==> src/rtl/hazard_scoreboard.sv <==
// Register-hazard scoreboard: tracks in-flight writers and decides decode stall / operand forwarding.
// Define HAZARD_SCOREBOARD_FORWARD_EN to enable forwarding mode; the default build stalls until writeback.
module hazard_scoreboard #(
    parameter int NREGS      = 32,
    parameter int DEPTH      = 3,
    parameter int NREAD      = 2,
    parameter int LOAD_STAGE = 1,
    localparam int W         = $clog2(NREGS),
    localparam int SW        = $clog2(DEPTH + 1)
) (
    input  logic                CLK,
    input  logic                nRST,
    input  logic                advance,
    input  logic                flush,
    input  logic                id_valid,
    input  logic                id_wen,
    input  logic [W-1:0]        id_wsel,
    input  logic                id_isload,
    input  logic [NREAD*W-1:0]  id_rsel,
    output logic                stall,
    output logic [NREAD*SW-1:0] fwd_sel,
    output logic [SW-1:0]       busy_cnt
);

    typedef struct packed {
        logic         valid;
        logic [W-1:0] wsel;
        logic         isload;
    } entry_t;

    entry_t [DEPTH-1:0] stage_q, stage_d;
    logic [SW-1:0]      busy_cnt_q, busy_cnt_d;
    logic               stall_any;
    logic               insert, retire, squash;

    // Per port, scan oldest to youngest so the youngest matching stage wins.
    always_comb begin
        logic [W-1:0] rsel;
        logic         found;
        logic         found_load;
        int           found_k;
        stall_any  = 1'b0;
        fwd_sel    = '0;
        rsel       = '0;
        found      = 1'b0;
        found_load = 1'b0;
        found_k    = 0;
        for (int i = 0; i < NREAD; i++) begin
            rsel       = id_rsel[i*W +: W];
            found      = 1'b0;
            found_load = 1'b0;
            found_k    = 0;
            for (int k = DEPTH - 1; k >= 0; k--) begin
                if (stage_q[k].valid && stage_q[k].wsel == rsel && rsel != '0) begin
                    found      = 1'b1;
                    found_load = stage_q[k].isload;
                    found_k    = k;
                end
            end
`ifdef HAZARD_SCOREBOARD_FORWARD_EN
            if (found && found_load && found_k < LOAD_STAGE) stall_any = 1'b1;
            if (found && found_k <= DEPTH - 2) fwd_sel[i*SW +: SW] = SW'(found_k + 1);
`else
            if (found && found_k <= DEPTH - 2) stall_any = 1'b1;
`endif
        end
    end

`ifndef HAZARD_SCOREBOARD_FORWARD_EN
    // Load tagging only matters when forwarding; kept so the entry format is build-independent.
    logic unused_isload;
    always_comb begin
        unused_isload = 1'b0;
        for (int k = 0; k < DEPTH; k++) unused_isload = unused_isload ^ stage_q[k].isload;
    end
`endif

    assign stall = id_valid & stall_any;

    assign insert = advance & id_valid & id_wen & (id_wsel != '0) & ~stall & ~flush;
    assign retire = advance & stage_q[DEPTH-1].valid;
    assign squash = flush & stage_q[0].valid;

    always_comb begin
        stage_d    = stage_q;
        busy_cnt_d = busy_cnt_q + SW'(insert) - SW'(retire) - SW'(squash);
        if (advance) begin
            for (int k = DEPTH - 1; k >= 1; k--) stage_d[k] = stage_q[k-1];
            stage_d[0].valid  = insert;
            stage_d[0].wsel   = insert ? id_wsel : '0;
            stage_d[0].isload = insert & id_isload;
            // The flushed stage-0 instruction has just moved into stage 1.
            if (flush) stage_d[1].valid = 1'b0;
        end else if (flush) begin
            stage_d[0].valid = 1'b0;
        end
    end

    // NOTE: state registers use non-blocking assignments so every flop samples pre-edge values.
    always_ff @(posedge CLK or negedge nRST) begin
        if (!nRST) begin
            stage_q    <= '0;
            busy_cnt_q <= '0;
        end else begin
            stage_q    <= stage_d;
            busy_cnt_q <= busy_cnt_d;
        end
    end

    assign busy_cnt = busy_cnt_q;

endmodule

==> config.mk <==
export PLATFORM = sky130hd
export DESIGN_NAME = hazard_scoreboard
export DESIGN_NICKNAME = d
export VERILOG_FILES = /design/src/rtl/hazard_scoreboard.sv
export SDC_FILE = /design/constraint.sdc
export NUM_CORES = 1
export LEC_CHECK = 0
export CAP_MARGIN = 20
export CORE_ASPECT_RATIO = 0.7
export CORE_MARGIN = 2
export CORE_UTILIZATION = 49
export DETAILED_ROUTE_END_ITERATION = 10
export PLACE_DENSITY = 0.83
export SYNTH_ARGS = -nofsm -noshare
export SYNTH_HDL_FRONTEND = slang
export SYNTH_SLANG_ARGS = --single-unit
export TNS_END_PERCENT = 10
==> constraint.sdc <==
create_clock -name CLK -period 6.9 [get_ports CLK]
set_input_delay 1.38 -clock CLK [delete_from_list [all_inputs] [get_ports CLK]]
set_output_delay 1.38 -clock CLK [all_outputs]
set_load 0.02 [all_outputs]
### Yosys cells after proc, flatten, opt, wreduce, memory -nomap -nowiden

Cells that the tools add are included.

| operators by class | value |
|---|---|
| mux-type cells | 17 |
| $lt $le $gt $ge | 2 |
| add/subtract/negate cells | 3 |
| equal/unequal tests | 6 |
| reduce and logical (&&, ||, !) cells | 17 |
| bitwise gates (word level) | 10 |

Operator list:

| kind | count |
|---|---|
| $mux W32 | 4 |
| $le A32 B2 Y1 const B | 2 |
| $eq A5 B5 Y1 | 6 |
| $reduce_bool A5 Y1 | 3 |
| $logic_and A1 B1 Y1 | 14 |
| $mux W1 | 10 |
| $and A1 B1 Y1 | 8 |
| $mux W5 | 1 |
| $mux W2 | 2 |
| $sub A2 B1 Y2 | 2 |
| $add A2 B1 Y2 | 1 |
| $not A1 Y1 | 2 |

| storage, ports and cells | value |
|---|---|
| flip-flop bits (word level) | 20 |
| bits of input ports | 22 |

### Logic depth before layout (Yosys ltp)

Gate-level depths: netlist (run 1).

| logic depth | value |
|---|---|
| depth in word-level cells | 17 |
| mapped depth | 9 |
| gate-level depth less buffers | 8 |

### Worst setup path before layout (run 1)

Ideal clock, no wire load.

| path | value |
|---|---|
| path kind | input to output |
| start point | in id_rsel[6] |
| end point | out stall |
| setup slack | 2587 ps |
| data arrival time | 2933 ps |
| data required time | 5520 ps |
| cell stages on the path | 6 |
| path buffers | 1 |
| cells stage by stage | or4_1 > nor2_2 > nor3_1 > or4_1 > buf_2 > and2_1 |

| on the way | value |
|---|---|
| longest elaborated chain between the ends | 10 |

Ends and longest elaborated chain:

| what | RTL line | text |
|---|---|---|
| start, declared | 19 | `input logic [NREAD*W-1:0] id_rsel,` |
| $eq A5 B5 Y1 | 54 | `if (stage_q[k].valid && stage_q[k].wsel == rsel && rsel != '0) begin` |
| $logic_and A1 B1 Y1 (2 in a row) | 54 |  |
| $mux W2 | 54 |  |
| $mux W32 (2 in a row) | 54 |  |
| $le A32 B2 Y1 | 64 | `if (found && found_k <= DEPTH - 2) stall_any = 1'b1;` |
| $logic_and A1 B1 Y1 (*) | 64 |  |
| $mux W1 (*) | 64 |  |
| $and A1 B1 Y1 (*) | 78 | `assign stall = id_valid & stall_any;` |
| end, declared | 20 | `output logic stall,` |

Mark *: on every way between the ends. The rest lies on a longest branch, timed or not.

### Worst setup path in the final report (run 1)

| path | value |
|---|---|
| start point | in id_rsel[1] |
| end point | out stall |

| on the way | value |
|---|---|
| longest elaborated chain between the ends | 11 |

Ends and longest elaborated chain:

| what | RTL line |
|---|---|
| $eq A5 B5 Y1 | 54 |
| $logic_and A1 B1 Y1 (2 in a row) | 54 |
| $mux W2 | 54 |
| $mux W32 (2 in a row) | 54 |
| $le A32 B2 Y1 | 64 |
| $logic_and A1 B1 Y1 (*) | 64 |
| $mux W1 (*) (2 in a row) | 64 |
| $and A1 B1 Y1 (*) | 78 |

Marked as above.

==> results of run 1 <==
placed cells by master (no fill, tap or decap):
cell type / count
clkdlybuf4s50_1: 23
nand3_1: 5
inv_1: 8
nand2_1: 3
nor3_1: 3
clkbuf_1: 1
clkbuf_4: 3
xor2_1: 2
nand2b_1: 1
and2_1: 4
dfrtp_1: 15
mux2_2: 3
or4_1: 3
conb_1: 4
mux2_1: 3
nor4_1: 2
nand4b_1: 1
o22ai_1: 1
nor2_1: 3
mux2i_1: 1
o32ai_1: 5
nand4_1: 4
nor2_2: 1
fa_1: 1
xnor2_1: 20
ha_1: 1
metal layers:
layer / vias to the layer above / GRT usage, % / part of all wire (%)
li1: 384 / - / -
met1: 372 / 23.6 / 47
met2: 36 / 30.0 / 44
met3: 6 / 4.67 / 7.3
met4: 0 / 7.91 / 2.2
met5: - / 0 / 0
state kept, by name (all words and copies together) (netlist names):
register  flops
stage_q      13
busy_cnt      2
path summary, 6_finish.rpt:
| check | start | end | slack [ns] | cells after the start |
|---|---|---|---|---|
| min | stage_q[13] | stage_q[20] | 0.51 | 1 |
| max | id_rsel[1] | stall | 1.45 | 7 |
| min in group asynchronous | nRST | stage_q[10] | 1.50 | 1 |
| max reg2reg | stage_q[4] | busy_cnt[1] | 4.77 | 8 |
| max in group asynchronous | nRST | stage_q[5] | 4.98 | 1 |
| min reg2reg | stage_q[13] | stage_q[20] | 0.51 | 1 |
area by class of cell:
type | instances | area share, %
multi-input combinational | 71 | 43.8
sequential | 15 | 30.6
timing repair buffer | 23 | 18.8
inverter | 8 | 2.45
tap | 22 | 2.24
clock buffer | 4 | 2.14
power by group through the flow:
stage	Sequential [W]	Clock, W	Combinational [W]
after global placement	0.000106	0	0.0000695
after floorplan	0.000113	0	0.0000332
after detailed placement	0.000106	0	0.0000732
after CTS	0.000105	0.0000500	0.0000736
final	0.000105	0.0000484	0.0000727
after global routing	0.000106	0.0000550	0.0000798
synthesized netlist by cell type:
cell type	n	area, um^2
and2_1	4	25.0
buf_1	2	7.51
buf_2	1	5.00
buf_4	4	30.0
clkbuf_1	2	7.51
conb_1	1	3.75
dfrtp_1	15	375
fa_1	1	20.0
ha_1	1	12.5
inv_1	8	30.0
mux2_1	3	33.8
mux2_2	3	33.8
mux2i_1	1	10.0
nand2_1	3	11.3
nand2b_1	1	6.26
nand3_1	5	25.0
nand4_1	4	25.0
nand4b_1	1	8.76
nor2_1	3	11.3
nor2_2	1	6.26
nor3_1	3	15.0
nor4_1	2	12.5
o22ai_1	1	6.26
o32ai_1	5	43.8
or4_1	3	22.5
xnor2_1	20	175
xor2_1	2	17.5
cells by family (layout without fill, tap and decap cells):
logic type               count (synthesis)  count (layout)  share of synthesized area, %
AND/OR/NAND/NOR                         30              30                          17.2
XOR/XNOR                                22              22                          19.6
buffers and inverters                   17              35                          8.16
flip-flops                              15              15                          38.3
multiplexers                             7               7                          7.91
AO/OA/AOI/OAI                            6               6                          5.10
adder cells (fa/ha/maj)                  2               2                          3.32
other                                    1               4                         0.382
through the flow:
| step | util, % | std cells | instance area, um^2 | power (W) | hold slack [ns] |
|---|---|---|---|---|---|
| finish | 65.6 | 143 | 1230 | 0.000226 | 0.513 |
| global route | 65.6 | 143 | 1230 | 0.000241 | 0.528 |
| CTS | 65.6 | 143 | 1230 | 0.000228 | 0.517 |
| detailed placement | 64.1 | 139 | 1200 | 0.000180 | 0.497 |
| global placement | 64.1 | 139 | 1200 | 0.000175 | 0.487 |
| floorplan | - | 103 | 992 | 0.000146 | 0.473 |
==> results_dict.tcl, run 1 <==
set metrics [dict create \
    status "finished clean" \
    crit_fanout 8 \
    layout-drive-gt1-share_pct 5.79 \
    drt_wl_total_um 2090 \
    tns_ns 0 \
    firstDrtPassIters 4 \
    vias 798 \
    pre_cts_slack_ns 1.47 \
    post_cts_buffers 0 \
    grt_pass1_vias 817 \
    grt_pass1_wl_um 3460 \
    final_nets 146 \
    worstSetupEndpointType "output port" \
    worst_slew_pin_slew_ns 0.729 \
    gp_congestion 0.793 \
    netlist_area_um2 981 \
    skew_ns 0.00299 \
    crit_chain "clkdlybuf4s50_1, or4_1, nor2_1, nor4_1, or4_1, and2_1, clkdlybuf4s50_1" \
    ys_seq_area_share_pct 38.3 \
    critPathSlowestCell "or4_1" \
    synthDistinctLibCells 27 \
    port_buffers 23 \
    timing_worst_setup_path_type "in2out" \
    max_freq_mhz 183 \
    grtUsageTotal_pct 18.6 \
    holdBufCountCts 0 \
    cp.arrival_ns 4.07 \
    start_util_pct 52.4 \
    diodes 0 \
    maxSlewHeadroom_pct 51.2 \
    antenna_left 0 \
    postSynthCellCount 100 \
    final-max-slew-violation-count 0 \
    worst_hold_path_type "reg2reg" \
    post-route-period-util_pct 79.0 \
    dieArea_mm2 0.00238 \
    crit_buf_inv 2 \
    cp.required_ns 5.52 \
    clk_pin_slew_ns 0.09 \
    cts.sinks 15 \
    coreArea_mm2 0.00187 \
    dp_hpwl_um 1630 \
    syn2layout_area_growth_pct 25.0 \
    crit_family "simple AND/OR/NAND/NOR gates" \
    die_h_um 41.4 \
    p_per_area_mw_per_mm2 184 \
    multi_input_area_um2 537 \
    setup_viol 0 \
    die_w_um 57.5 \
    rows 13 \
    sequentialPowerShare_pct 46.4 \
    numCtsBuffers 3 \
    antenna_found_initial 0 \
    p_clk_share_pct 21.4 \
    crit_path_start_kind "primary input" \
    p_sw_share_pct 30.1 \
    wl_per_cell_um 14.6 \
    layout_min_cycle_time_ns 5.45 \
    p_leak_nw 0.485 \
    cts_root_buf "clkbuf_4" \
    clock_latency_ns 0.27 \
    drc 0 \
    synth-seq-cells 15 \
    grt-ovfl-total 0 \
    slowest_delay_ns 0.68 \
    num-fill-cells 156 \
    max_cap_violations 0 \
    final_hold_viol_count 0 \
    power.net_switching_w 0.0000681 \
    drtIter0Drc 21 \
    rsz0062_at_grt "false" \
    io_pins 29 \
    htree_levels 1 \
    fin_ws_ns 1.45 \
    intPower_w 0.000158 \
    ctsResizeCount 0 \
    cts_tree "yes" \
    ir_worst_vdd_uv 109 \
    routed_via_density 5.58 \
    syn_avg_cell_area_um2 9.81 \
    clock_path_buffers 2 \
    power_frac_comb_pct 32.2 \
    ys_warn_count 0 \
    regArea_um2 375 \
    grt_max_degree 21 \
]
Note: power is estimated with default switching activity, not from simulation.
==> inputs of run 2 (changes only) <==
- CORE_UTILIZATION: 49 -> 45
- PLACE_DENSITY: 0.83 -> 0.77
- clock period: 6.9 -> 5.4 ns (I/O delays scaled with it)
==> run 2 against run 1 <==
Design area up 0.51%. Combinational power up 26%. Routed wire length up 8.0%. Worst setup slack worse by 0.90 ns. Die area up 8.1%. Cell count up 1.4%. Clock skew up 0.0034 ns. Register-to-register slack worse by 1.5 ns. Sequential cell count unchanged. Sequential share of layout area down 0.16 points. First-iteration DRC count up 81%. Sequential power up 28%. Largest power group unchanged.
==> results_dict.tcl, run 2 (synthesis gave the netlist of run 1 again) <==
set metrics [dict create \
    final_nets 146 \
    antenna_found_initial 0 \
    crit_fanout 8 \
    routed_via_density 5.55 \
    dp_hpwl_um 1680 \
    antenna_left 0 \
    vias 805 \
    syn2layout_area_growth_pct 25.6 \
    drt_wl_total_um 2260 \
    start_util_pct 46.7 \
    gp_congestion 0.734 \
    tns_ns 0 \
    stdcell_area_mm2 0.00123 \
    rrSetupSlack_ns 3.26 \
    reg2reg_to "busy_cnt[1]" \
    final_hold_viol_count 0 \
    numCtsBuffers 3 \
    p_leak_nw 0.484 \
    grtUsageTotal_pct 20.5 \
    crit_path_start_kind "primary input" \
    rr_worst_depth 8 \
    cp.required_ns 4.32 \
    crit_start "id_rsel[6]" \
    final-max-slew-violation-count 0 \
    p_per_area_mw_per_mm2 239 \
    final_common_cell "clkdlybuf4s50_1" \
    worst_slew_pin_slew_ns 0.731 \
    post_cts_buffers 0 \
    htree_levels 1 \
    io_pins 29 \
    status "finished clean" \
    cp.arrival_ns 3.77 \
    dieArea_mm2 0.00258 \
    maxSlewHeadroom_pct 51.1 \
    power_w 0.000294 \
    grt_pass1_vias 844 \
    place_area_mm2 0.00120 \
    largest_register_ffs 13 \
    worstSetupEndpointType "output port" \
    setup_viol 0 \
    max_freq_mhz 206 \
    drc 0 \
    cts_root_buf "clkbuf_4" \
    rows 14 \
    timing_worst_setup_path_type "in2out" \
    clock_path_buffers 2 \
    regMostFlops "stage_q" \
    layout_min_cycle_time_ns 4.85 \
    min_path_cells 1 \
    die_w_um 59.8 \
    port_buffers 23 \
    die_h_um 43.1 \
    clk_pin_slew_ns 0.09 \
    post-route-period-util_pct 89.9 \
    rsz0062_at_grt "false" \
    coreArea_mm2 0.00210 \
    holdBufCountCts 0 \
    grt_max_degree 21 \
    min-delay-start "stage_q[20]" \
    firstDrtPassIters 4 \
    ctsResizeCount 0 \
    ir_worst_vdd_uv 106 \
    whs_endpoint "stage_q[20]" \
    wl_per_cell_um 15.6 \
    timing.rr.start "stage_q[5]" \
    grt-ovfl-total 0 \
    worst_hold_path_type "reg2reg" \
    drtIter0Drc 38 \
    clock_latency_ns 0.29 \
    layout-drive-gt1-share_pct 6.61 \
    layout_common_cells "clkdlybuf4s50_1 (23), xnor2_1 (20), dfrtp_1 (15)" \
    max_cap_violations 0 \
    skew_ns 0.00637 \
    diodes 0 \
    grt_pass1_wl_um 3800 \
    cts.sinks 15 \
    cts_tree "yes" \
    utilization_pct 58.6 \
]
-- run 2: cell types whose count changed in the layout (fill, tap and decap cells not counted) --
cell / change
clkbuf_1: -1
clkinvlp_4: +1
-- run 2: worst max-delay path, cell delays in order --
cell and delay (ns):
clkdlybuf4s50_1 0.47, or4_1 0.56, nor2_2 0.12, nor3_1 0.07
or4_1 0.69, and2_1 0.23, clkdlybuf4s50_1 0.53
-- run 2: cell type report --
cell class	instances	area, um^2
fill	202	870
clock inverter	1	7.51
sequential	15	375
inverter	8	30.0
multi-input combinational	71	537
tap	24	30.0
timing repair buffer	23	230
clock buffer	3	22.5
-- run 2: report_power, final --
| part | internal [W] | switching, W |
|---|---|---|
| Clock | 0.0000282 | 0.0000408 |
| Combinational | 0.0000482 | 0.0000436 |
| Sequential | 0.000124 | 0.00000952 |
-- run 2: how the worst max path moves through the flow --
stage	cells past startpoint	to
final	7	stall
after global routing	7	stall
after CTS	7	stall
after detailed placement	7	stall
after global placement	7	stall
after floorplan	6	stall
-- run 2: metal layers --
metal	part of all wire (%)	global-route usage (%)
met1	44	25.7
met2	46	31.7
met3	8.1	7.32
met4	1.6	8.44
met5	0	0
-- run 2: metrics by stage --
stage / instances / setup WS, ns / hold slack, ns
3_3_place_gp: 141 / 0.584 / 0.486
5_1_grt: 145 / 0.432 / 0.550
2_1_floorplan: 103 / 1.69 / 0.473
4_1_cts: 145 / 0.551 / 0.527
3_5_place_dp: 141 / 0.569 / 0.496
6_report: 145 / 0.548 / 0.525
==> inputs of run 3 (changes only) <==
- CTS_CLUSTER_DIAMETER: default -> 60
==> results of run 3 <==
Final layout, timing and power as in run 2 (identical DEF).
